--- src/rtl/kakacpu_pkg.sv ---
// Shared types for the kakacpu memory-side blocks.
// Arbiter FSM states and requester identifiers.
package kakacpu_pkg;

    typedef enum logic [1:0] {
        IDLE,
        WAIT,
        RESP
    } arb_state_t;

    typedef enum logic {
        REQ_IF,
        REQ_LS
    } requester_t;

endpackage

--- src/rtl/mem_arbiter.sv ---
// Single-port memory arbiter between instruction fetch and load/store.
// One access in flight; LS has priority with a starvation guard for IF.
module mem_arbiter
    import kakacpu_pkg::*;
#(
    parameter int ADDR_W       = 32,
    parameter int DATA_W       = 32,
    parameter int MEM_LATENCY  = 1,
    parameter int STARVE_LIMIT = 4
) (
    input  logic              clk,
    input  logic              rst,
    input  logic              if_req,
    input  logic [ADDR_W-1:0] if_addr,
    input  logic              if_flush,
    output logic              if_gnt,
    output logic              if_rvalid,
    output logic [DATA_W-1:0] if_rdata,
    input  logic              ls_req,
    input  logic              ls_we,
    input  logic [ADDR_W-1:0] ls_addr,
    input  logic [DATA_W-1:0] ls_wdata,
    output logic              ls_gnt,
    output logic              ls_rvalid,
    output logic [DATA_W-1:0] ls_rdata,
    output logic              mem_we,
    output logic [ADDR_W-1:0] mem_addr,
    output logic [DATA_W-1:0] mem_wdata,
    input  logic [DATA_W-1:0] mem_rdata
);

    localparam int SW = $clog2(STARVE_LIMIT + 1);
    localparam logic [SW-1:0] STARVE_MAX = SW'(STARVE_LIMIT);
    localparam logic [1:0] LAT_LAST = 2'(MEM_LATENCY - 1);

    arb_state_t state;
    arb_state_t state_nxt;
    requester_t owner;

    logic              owner_we;
    logic              flushed;
    logic              starved;
    logic              if_win;
    logic              ls_win;
    logic [1:0]        wait_cnt;
    logic [SW-1:0]     starve;
    logic [DATA_W-1:0] if_rdata_q;
    logic [DATA_W-1:0] ls_rdata_q;
    logic [DATA_W-1:0] ls_resp;

    assign starved = (starve == STARVE_MAX);
    assign ls_win  = (state == IDLE) && ls_req
                   && !(starved && if_req);
    assign if_win  = (state == IDLE) && if_req && !ls_win;

    // Winner logic sees only state; keep grants low while reset is held.
    assign if_gnt = if_win && rst;
    assign ls_gnt = ls_win && rst;

    always_ff @(posedge clk or negedge rst) begin
        if (!rst) begin
            state <= IDLE;
        end else begin
            state <= state_nxt;
        end
    end

    always_comb begin
        state_nxt = state;
        if_rvalid = 1'b0;
        ls_rvalid = 1'b0;
        case (state)
            IDLE: begin
                if (if_win || ls_win) begin
                    state_nxt = WAIT;
                end
            end
            WAIT: begin
                if (wait_cnt == 2'd0) begin
                    state_nxt = RESP;
                end
            end
            RESP: begin
                state_nxt = IDLE;
                if (owner == REQ_IF) begin
                    if_rvalid = !flushed && !if_flush;
                end else begin
                    ls_rvalid = 1'b1;
                end
            end
            default: state_nxt = IDLE;
        endcase
    end

    assign ls_resp  = owner_we ? '0 : mem_rdata;
    assign if_rdata = if_rvalid ? mem_rdata : if_rdata_q;
    assign ls_rdata = ls_rvalid ? ls_resp : ls_rdata_q;

    always_ff @(posedge clk or negedge rst) begin
        if (!rst) begin
            owner      <= REQ_IF;
            owner_we   <= 1'b0;
            flushed    <= 1'b0;
            wait_cnt   <= 2'd0;
            mem_we     <= 1'b0;
            mem_addr   <= '0;
            mem_wdata  <= '0;
        end else begin
            mem_we <= 1'b0;
            case (state)
                IDLE: begin
                    if (ls_win) begin
                        owner     <= REQ_LS;
                        owner_we  <= ls_we;
                        flushed   <= 1'b0;
                        wait_cnt  <= LAT_LAST;
                        mem_we    <= ls_we;
                        mem_addr  <= ls_addr;
                        mem_wdata <= ls_wdata;
                    end else if (if_win) begin
                        owner     <= REQ_IF;
                        owner_we  <= 1'b0;
                        flushed   <= 1'b0;
                        wait_cnt  <= LAT_LAST;
                        mem_addr  <= if_addr;
                        mem_wdata <= '0;
                    end
                end
                WAIT: begin
                    if (wait_cnt != 2'd0) begin
                        wait_cnt <= wait_cnt - 2'd1;
                    end
                    if (owner == REQ_IF && if_flush) begin
                        flushed <= 1'b1;
                    end
                end
                default: ;
            endcase
        end
    end

    // Counts LS wins that happened while a fetch was left waiting.
    always_ff @(posedge clk or negedge rst) begin
        if (!rst) begin
            starve <= '0;
        end else if (!if_req || if_win) begin
            starve <= '0;
        end else if (ls_win && !starved) begin
            starve <= starve + SW'(1);
        end
    end

    always_ff @(posedge clk or negedge rst) begin
        if (!rst) begin
            if_rdata_q <= '0;
            ls_rdata_q <= '0;
        end else begin
            if (if_rvalid) begin
                if_rdata_q <= mem_rdata;
            end
            if (ls_rvalid) begin
                ls_rdata_q <= ls_resp;
            end
        end
    end

endmodule

--- config.mk ---
export PLATFORM = sky130hd
export DESIGN_NAME = mem_arbiter
export DESIGN_NICKNAME = d
export VERILOG_FILES = /design/src/rtl/kakacpu_pkg.sv /design/src/rtl/mem_arbiter.sv
export SDC_FILE = /design/constraint.sdc
export NUM_CORES = 1
export LEC_CHECK = 0
export ABC_CLOCK_PERIOD_IN_PS = 1900
export CAP_MARGIN = 20
export CELL_PAD_IN_SITES_DETAIL_PLACEMENT = 2
export CELL_PAD_IN_SITES_GLOBAL_PLACEMENT = 2
export CORE_ASPECT_RATIO = 0.9
export CORE_MARGIN = 2
export CORE_UTILIZATION = 22
export CTS_CLUSTER_SIZE = 16
export DETAILED_ROUTE_END_ITERATION = 12
export GPL_ROUTABILITY_DRIVEN = 0
export GPL_TIMING_DRIVEN = 0
export HOLD_SLACK_MARGIN = 0.08
export PLACE_DENSITY = 0.85
export SLEW_MARGIN = 20
export SYNTH_ARGS = -nofsm -noshare
export SYNTH_HDL_FRONTEND = slang
export SYNTH_SLANG_ARGS = --single-unit
export TNS_END_PERCENT = 20
--- constraint.sdc ---
create_clock -name clk -period 1.9 [get_ports clk]
set_input_delay 0.475 -clock clk [delete_from_list [all_inputs] [get_ports clk]]
set_output_delay 0.475 -clock clk [all_outputs]
set_load 0.02 [all_outputs]
==> out/metrics.csv <==
metric;value;unit
status;finished, violations left;
initial antenna violation count;1;
Synth Warn #;0;
maximum vdd drop;0.0007091;V
clk_lat worst skew;0.44;ns
vias in the first global route;5995;
Hold Crit Class;input port to async pin;
Routed WL per cell;22.06;µm
CP most frequent cell;buf_6;
final setup fails;68;
Inserted Clock Buffers;17;
required time worst endpoint;1.42;ns
1st-iter DRT viols;192;
number of I/O port buffers;266;
Cells after Synth;475;
slowest CP cell;dfrtp_1;
Area Overhead vs Synth;80.92;%
Clock Power Share;19.2;%
Layout fillers;2579;
skew final;0.01883;ns
Synth Cell Area;5693;µm²
Hold WS;-0.02476;ns
Yosys cell types;32;
final WL;25.25;mm
Setup WS post-layout;-0.5940;ns
routed vias/inst;4.530;
htree depth;4;
Max Cap Violations;0;
Die Ht;156.6;µm
initial core utilization;22.54;%
DP Worst Slack;-1.291;ns
TritonCTS clock tree;yes;
Tcrit/Tclk final;131.3;%
CP max FO;5;
Cell Pwr Density;1748;nW/µm²
Post-Syn Nets;612;
io pins;267;
first-pass GRT wire length;37.27;mm
met3 Usage GRT;5.029;%
post-synthesis register bit count;139;
failing checks;hold timing, setup timing;
grt total ovfl;0;
final hold vios;48;
P_leak;0.004861;µW
Total Routing Usage GR;18.24;%
GR peak layer;met2;
CP Capture Type;output pin;
Fmax;401.0;MHz
HPWL after detailed placement;16.90;mm
fin nets;926;
clock sink total;139;
DRT Pass-1 Iters;4;
crit-path cells;nor4_4, buf_6, clkbuf_16, mux2_4, buf_6;
CTS Root Cell;clkbuf_16;
Net Sw Frac;40.13;%
CTS Buffer Depth;2;
# DRC;0;
fin. max-slew vios;0;
Die Wd;173.6;µm
Core Util, Final;40.78;%
Reg power frac;27.9;%
Clk pin slew, worst setup/hold paths;0.06;ns
Pwr Total;18000;µW
critical path data arrival time;2.02;ns
Slew Limit Headroom;55.04;%
internal cell power;10780;µW
# rows;55;
total die area;27180;µm²
Critical Path Max Stage Delay;0.43;ns
largest net degree at the start of global routing;94;
share of the yosys chip area belonging to registers;61.10;%
Avg Synthesized Cell Area;11.99;µm²
switching power;7224;µW
Tightest Pin Transition;0.6744;ns
critical path class;register to output pin;
share of cells above drive strength 1;31.92;%
core box area;25260;µm²
M2 GR Usage;33.14;%
type of origin of the critical path;register;
vias;5187;
M1 GR Usage;20.50;%
combinational power share;53.0;%
remaining antenna violation count;0;
Final Critical Period;2.494;ns
unrepaired setup endpoints after global routing;yes;
==> placed cells by master (no fill, tap or decap), drive strengths merged, types with 3 or more instances in the layout <==
cell and count:
dfrtp 139, clkdlybuf4s50 133, buf 120, nand2 67, dlygate4sd2 48, o21ai 35, clkbuf 34, a22o 33
nand2b 33, nor3 33, mux2 32, a221o 32, dlymetal6s2s 16, inv 9, clkinv 6, a21boi 4
nand3 3, ha 3
==> power groups by stage <==
stage | Sequential, µW | Combinational [µW] | Clock [µW]
after global placement | 4900 | 8100 | 0
final | 5010 | 9530 | 3450
after detailed placement | 4970 | 8390 | 0
after global routing | 5150 | 10100 | 3680
after CTS | 4990 | 9050 | 3550
after floorplan | 5550 | 3440 | 0
==> synthesized netlist by cell type <==
| cell type | count | area share, % |
|---|---|---|
| or3b_2 | 1 | 0.15 |
| inv_1 | 5 | 0.33 |
| or2_2 | 1 | 0.11 |
| dfrtp_1 | 139 | 61 |
| nor4_4 | 1 | 0.37 |
| o21ai_1 | 5 | 0.44 |
| nor3_1 | 33 | 2.9 |
| buf_2 | 21 | 1.8 |
| and3_1 | 1 | 0.11 |
| nand3b_1 | 1 | 0.13 |
| clkbuf_1 | 14 | 0.92 |
| nand3_1 | 3 | 0.26 |
| nor3b_1 | 1 | 0.13 |
| ha_1 | 3 | 0.66 |
| a21o_1 | 2 | 0.26 |
| a221o_1 | 32 | 5.6 |
| a21boi_0 | 3 | 0.40 |
| mux2_2 | 32 | 6.3 |
| nand4b_1 | 1 | 0.15 |
| nand2_1 | 67 | 4.4 |
| and2_1 | 2 | 0.22 |
| nor2_1 | 1 | 0.066 |
| o21ai_0 | 30 | 2.6 |
| mux2i_1 | 1 | 0.18 |
| a21boi_2 | 1 | 0.20 |
| a22o_1 | 33 | 5.1 |
| o22ai_1 | 1 | 0.11 |
| nand2b_1 | 33 | 3.6 |
| nor4bb_1 | 1 | 0.18 |
| and3b_1 | 1 | 0.15 |
| nor2_2 | 1 | 0.11 |
| buf_6 | 4 | 0.79 |
==> what timing repair did <==
item	CTS	global route
cloned	3	2
resized for setup	587	88
pin swaps	8	3
endpoints found under the setup margin	118	116
hold endpoints to repair	48	48
setup buffers	17	11
==> layout make-up <==
cell class / instances / area (µm²) / share of cell area (%)
Sequential cell: 139 / 3481 / 33.79
Timing Repair Buffer: 299 / 3052 / 29.63
Multi-Input combinational cell: 292 / 2385 / 23.15
Clock buffer: 18 / 439.2 / 4.264
Tap cell: 342 / 427.9 / 4.155
Buffer: 35 / 332.8 / 3.231
Clock inverter: 14 / 161.4 / 1.567
Inverter: 5 / 18.77 / 0.1822
Antenna cell: 1 / 2.502 / 0.02430
==> final timing paths <==
check	startpoint	endpoint	slack (ns)	depth (start not counted)
worst max-delay path	owner	if_rdata[11]	-0.59	5
worst min-delay path	rst	ls_rdata_q[4]	-0.02	1
worst max register to register	starve[0]	mem_wdata[23]	0.07	9
worst min register to register	wait_cnt[0]	wait_cnt[0]	0.48	1
max in group asynchronous	rst	ls_rdata_q[29]	1.24	2
min in group clk	wait_cnt[0]	wait_cnt[0]	0.48	1
==> stage by stage <==
step / setup TNS (ns) / cell area [µm²] / std cells
floorplan: -2.003 / 5709 / 475
global placement: -910.25 / 8800 / 1083
detailed placement: -100.61 / 8832 / 1084
CTS: -38.15 / 9961 / 1134
global route: -37.26 / 10300 / 1144
finish: -31.51 / 10300 / 1145
==> metal layers <==
| metal | share of wire [%] | wire, µm |
|---|---|---|
| met4 | 1.9 | 473 |
| met2 | 52 | 13160 |
| met5 | 0 | 0 |
| met3 | 6.1 | 1548 |
| met1 | 40 | 10070 |
==> flip-flops by register name, indices dropped and copies added, names as in the netlist, 2 cells and up <==
register	count
mem_wdata	32
if_rdata_q	32
ls_rdata_q	32
starve	3
wait_cnt	2
state	2
mem_addr	32
==> cell families after synthesis <==
family                     Yosys count  synth area share (%)
DFF                                139                 61.10
adders and majority gates            3                0.6594
buffers and inverters               44                 3.890
muxes                               33                 6.506
and+or+nand+nor                    149                 13.10
AOI/OAI and AO/OA                  107                 14.75
==> critical path, delay by kind of cell (launching register included) <==
kind	cells	cell delay [ns]
flops	1	0.43
buf+inv	3	0.51
simple gates	1	0.34
mux	1	0.31
(Power assumes the default switching activity.)
